### src/rtl/mem_access_ctrl.sv
// mem_access_ctrl: splits core byte/word load-store requests into little-endian byte accesses on an 8-bit RAM port
module mem_access_ctrl #(
  parameter int ADDR_W = 16
) (
  input  logic              clk,
  input  logic              rst,
  input  logic              cpu_req,
  input  logic              cpu_we,
  input  logic              cpu_word,
  input  logic [ADDR_W-1:0] cpu_addr,
  input  logic [15:0]       cpu_wdata,
  output logic              cpu_busy,
  output logic              cpu_done,
  output logic [15:0]       cpu_rdata,
  output logic [ADDR_W-1:0] mem_addr,
  output logic              mem_read,
  output logic              mem_write,
  output logic [7:0]        mem_wdata,
  input  logic [7:0]        mem_rdata
);
  localparam logic [1:0] IDLE = 2'd0, LO = 2'd1, HI = 2'd2, DONE = 2'd3;
  logic [1:0]        state;
  logic [ADDR_W-1:0] addr_q;
  logic              we_q, word_q;
  logic [15:0]       wdata_q, rdata_q;
  logic [7:0]        lo_q, hi_q;
  always_ff @(posedge clk or posedge rst)
    if (rst) begin
      state   <= IDLE;
      addr_q  <= '0;
      we_q    <= 1'b0;
      word_q  <= 1'b0;
      wdata_q <= '0;
      rdata_q <= '0;
      lo_q    <= '0;
      hi_q    <= '0;
    end else
      case (state)
        IDLE: if (cpu_req) begin
          addr_q  <= cpu_addr;
          we_q    <= cpu_we;
          word_q  <= cpu_word;
          wdata_q <= cpu_wdata;
          state   <= LO;
        end
        LO: begin
          if (!we_q) lo_q <= mem_rdata;
          state <= word_q ? HI : DONE;
        end
        HI: begin
          if (!we_q) hi_q <= mem_rdata;
          state <= DONE;
        end
        default: begin
          rdata_q <= cpu_rdata;
          state   <= IDLE;
        end
      endcase
  // load result is presented combinationally in DONE and held in rdata_q afterwards
  always_comb begin
    cpu_busy  = state == LO || state == HI;
    cpu_done  = state == DONE;
    cpu_rdata = cpu_done && !we_q ? (word_q ? {hi_q, lo_q} : {8'h00, lo_q}) : rdata_q;
    mem_addr  = state == HI ? addr_q + ADDR_W'(1) : addr_q;
    mem_read  = cpu_busy && !we_q;
    mem_write = cpu_busy && we_q;
    mem_wdata = mem_write ? (state == HI ? wdata_q[15:8] : wdata_q[7:0]) : 8'h00;
  end
endmodule

### config.mk
export PLATFORM = sky130hd
export DESIGN_NAME = mem_access_ctrl
export DESIGN_NICKNAME = d
export VERILOG_FILES = /design/src/rtl/mem_access_ctrl.sv
export SDC_FILE = /design/constraint.sdc
export NUM_CORES = 1
export LEC_CHECK = 0
export ABC_AREA = 1
export BUFFER_PORTS_ARGS = -buffer_cell sky130_fd_sc_hd__buf_2
export CAP_MARGIN = 30
export CORE_MARGIN = 2
export CORE_UTILIZATION = 47
export CTS_CLUSTER_SIZE = 16
export DETAILED_ROUTE_END_ITERATION = 7
export PLACE_DENSITY = 0.76
export SLEW_MARGIN = 20
export SYNTH_ARGS = -nofsm -noshare
export SYNTH_HDL_FRONTEND = slang
export SYNTH_SLANG_ARGS = --single-unit
### constraint.sdc
create_clock -name clk -period 1.9 [get_ports clk]
set_clock_uncertainty 0.1 [all_clocks]
set_input_delay 0.19 -clock clk [delete_from_list [all_inputs] [get_ports clk]]
set_output_delay 0.19 -clock clk [all_outputs]
set_load 0.01 [all_outputs]
==> reports/results.md <==
| Metric | Reported | Unit |
|---|---|---|
| Clk sinks | 68 | - |
| Worst Max-Slew Pin Slew | 0.638 | ns |
| Number of synthesized register bits | 68 | - |
| Routed wire per std cell | 15.4 | um |
| Launch point of the worst reg-to-reg path | state[0] | - |
| Synth unique cells | 25 | - |
| Placed cell area | 3800 | um2 |
| Antenna violations before repair | 0 | - |
| Required time reported for the critical path endpoint | 1.61 | ns |
| Violated checks | negative setup slack | - |
| Overflow after GRT | 0 | - |
| Cell at the root of the clock tree | clkbuf_8 | - |
| Cell types with the largest area share after synthesis | dfrtp_1, nand2_1, mux2_2 | - |
| Setup crit end kind | primary output | - |
| Average cell area after synthesis | 8.85 | um2 |
| Category of the worst setup path launch point | register | - |
| Number of failing setup endpoints in the final timing report | 39 | - |
| Source-to-sink clock delay at the later pin of the worst-skew pair | 0.34 | ns |
| Max Fanout on Critical Path | 5 | - |
| Most frequent cells in the layout | nand2_1, buf_2, dfrtp_1, inv_1 | - |
| Number of nets in the synthesized netlist | 416 | - |
| Number of antenna diodes | 0 | - |
| Number of I/O port buffers | 88 | - |
| Achievable clock frequency | 0.475 | GHz |
| Headroom to the max-slew limit | 0.574 | - |
| Routability congestion estimate from global placement | 0.869 | - |
| Max stage delay cell, worst path | dfrtp_1 | - |
| Total die area | 7570 | um2 |
| Cell breakdown of the critical path | inv_2 -> buf_4 -> buf_6 -> ha_4 -> nand2_8 -> a21oi_2 -> buf_2 | - |
| Core footprint | 6720 | um2 |
| Layout Cells excl Fill | 589 | - |
| Worst Hold Class | in2reg | - |
| Capture point of the critical path | mem_wdata[5] | - |
| R2R cell count | 7 | - |
| Die outline width | 87.0 | um |
| Total iterations of the first detailed-routing run | 4 | - |
| Setup repair after global routing missed its margin | yes | - |
| Leak | 2.51 | nW |
| Worst setup slack for register-to-register paths | 0.14 | ns |
| Final critical-path share of the clock period | 1.11 | - |
| FF-to-FF End | addr_q[6] | - |
| Count of vias placed by the detailed router | 3037 | - |
| Worst stage delay on the critical path | 0.40 | ns |
| WHS | 0.00262 | ns |
| Cell Pwr Density | 1700 | nW/um2 |
| Crit path launch | state[0] | - |
| Peak ir drop on the vdd network | 0.784 | mV |
| Filler Cell Count | 483 | - |
| Height of the die | 87.0 | um |
| Sequential fraction of the synthesis area | 0.526 | - |
| Clock transition at path regs | 0.07 | ns |
| Hold Fails Final Rpt | 0 | - |
| Share of cells above drive strength 1 | 0.446 | - |
| Clock buffer depth | 2 | - |
| Residual DRC count | 0 | - |
| H-tree depth | 3 | - |
| TritonCTS clock tree | yes | - |
| Final Routed Wirelength | 9050 | um |
| Final layout net count | 554 | - |
| Cell count after synthesis | 366 | - |
| Initial core utilization | 0.482 | - |
| Number of buffers created by CTS | 9 | - |
| Placed wire-length estimate after detailed placement | 5310 | um |
| Final critical-path setup slack | -0.204 | ns |
| Netlist Area Pre-Place | 3240 | um2 |
| Share of the synthesized area in the top cell type | 0.526 | - |
| Outcome | finished with violations | - |
| Arrival time at the worst endpoint | 1.81 | ns |
| ANT nets after route | 0 | - |
| Maxcap violations | 0 | - |
| Commonest non-fill, non-tap cell in the layout | nand2_1 | - |
| Post-route cell area | 4840 | um2 |
| Detailed-route vias per instance | 5.16 | - |
| Top-Level Pins | 89 | - |
| Total number of placement rows | 30 | - |
| Kind of critical path | reg2out | - |
| Via count of the first global-routing pass | 2934 | - |
| Area leader, netlist | dfrtp_1 | - |
| Number of pins exceeding their max-slew limit in the final report | 0 | - |
| Drt initial violations | 107 | - |
| Synthesis-to-finish area growth | 49.6 | % |
| Fin crit period | 2.10 | ns |
| Global-route usage over all layers | 0.233 | - |
| First-pass GRT wire length | 13600 | um |
| Number of warning messages in the yosys log | 0 | - |
| Maximum number of pins on one net before global-route repair | 36 | - |
| Placed cell count | 529 | - |
[stage by stage]
step                      setup WS, ns  utilization  total power, mW  TNS (ns)
after global placement          0.0692        0.566             5.52         0
after floorplan                  0.251            -             4.57         0
final                           -0.204        0.721             8.26     -4.12
after CTS                       -0.164        0.698             7.72     -1.83
after global routing            -0.254        0.721             8.78     -6.81
after detailed placement       -0.0584        0.566             5.63   -0.0703
[cells in the mapped netlist]
master and number:
nor2_8 1, clkbuf_1 2, dfrtp_1 68, nor3_1 2, or2_2 1, nand2_4 1, o211ai_1 1, xnor2_1 3
nor2_1 18, a21oi_1 19, o21ai_0 18, nor2_2 2, clkbuf_2 1, nand3_1 19, mux2_2 24, nand4_1 5
nor2_4 1, inv_1 32, buf_2 10, ha_1 5, nand2_1 124, inv_2 2, xor2_1 4, nand2_2 2
nor3_4 1
[where the power goes]
| group | total, mW | switching (mW) | internal, mW | leakage, nW |
|---|---|---|---|---|
| combinational | 4.11 | 2.23 | 1.88 | 1.58 |
| clock | 1.35 | 0.536 | 0.815 | 0.114 |
| sequential | 2.80 | 0.667 | 2.13 | 0.815 |
| total | 8.26 | 3.43 | 4.83 | 2.51 |
[layout make-up]
cell class / count / area [um2] / share of cell area
clock buffer: 13 / 159 / 0.0328
clock inverter: 3 / 68.8 / 0.0142
inverter: 34 / 141 / 0.0292
multi-input combinational: 252 / 1650 / 0.340
sequential: 68 / 1700 / 0.352
tap: 80 / 100 / 0.0207
timing repair buffer: 138 / 1010 / 0.208
timing repair inverter: 1 / 16.3 / 0.00336
[state kept, by name, summed over array words and instances, names as in the netlist]
signal,flops
addr_q,16
state,2
wdata_q,16
hi_q,8
we_q,1
word_q,1
rdata_q,16
lo_q,8
[cell families after synthesis]
family | Yosys count | share of synthesized area
muxes | 24 | 0.0835
DFF | 68 | 0.526
adders and majority gates | 5 | 0.0193
xor gates and xnor gates | 7 | 0.0189
buffers and inverters | 47 | 0.0587
AOI/OAI and AO/OA | 38 | 0.0595
and+or+nand+nor | 177 | 0.235
[worst max-delay path, delay by kind of cell, from the launching register on]
| kind | cells | cell delay, ns |
|---|---|---|
| compound gates | 1 | 0.18 |
| buf+inv | 4 | 0.48 |
| flops | 1 | 0.40 |
| fa+ha+maj | 1 | 0.33 |
| simple gates | 1 | 0.09 |
[layer usage]
| metal | global-route usage | routed length, um | up-vias |
|---|---|---|---|
| li1 | - | - | 1445 |
| met1 | 0.286 | 3600 | 1451 |
| met2 | 0.397 | 4760 | 116 |
| met3 | 0.0408 | 440 | 25 |
| met4 | 0.115 | 254 | 0 |
| met5 | 0 | 0 | - |
[worst min path at each step]
stage / start / to / slack, ns / depth (start not counted)
2_1_floorplan: cpu_addr[4] / addr_q[4] / 0.24 / 1
3_3_place_gp: rst / rdata_q[4] / 0.20 / 2
3_5_place_dp: rst / lo_q[3] / 0.21 / 2
4_1_cts: cpu_wdata[8] / wdata_q[8] / 0.003 / 2
5_1_grt: cpu_wdata[8] / wdata_q[8] / 0.0002 / 2
6_report: cpu_addr[11] / addr_q[11] / 0.003 / 3
[timing repair]
| item | in CTS | in global routing |
|---|---|---|
| gates resized for setup | 76 | 29 |
| hold buffers | 23 | 1 |
| pin swaps | 19 | 13 |
| endpoints found under the setup margin | 40 | 37 |
| cloned | 2 | 1 |
| setup buffers | 14 | 3 |
| endpoints found under the hold margin | 49 | 1 |
(Power assumes the default switching activity.)
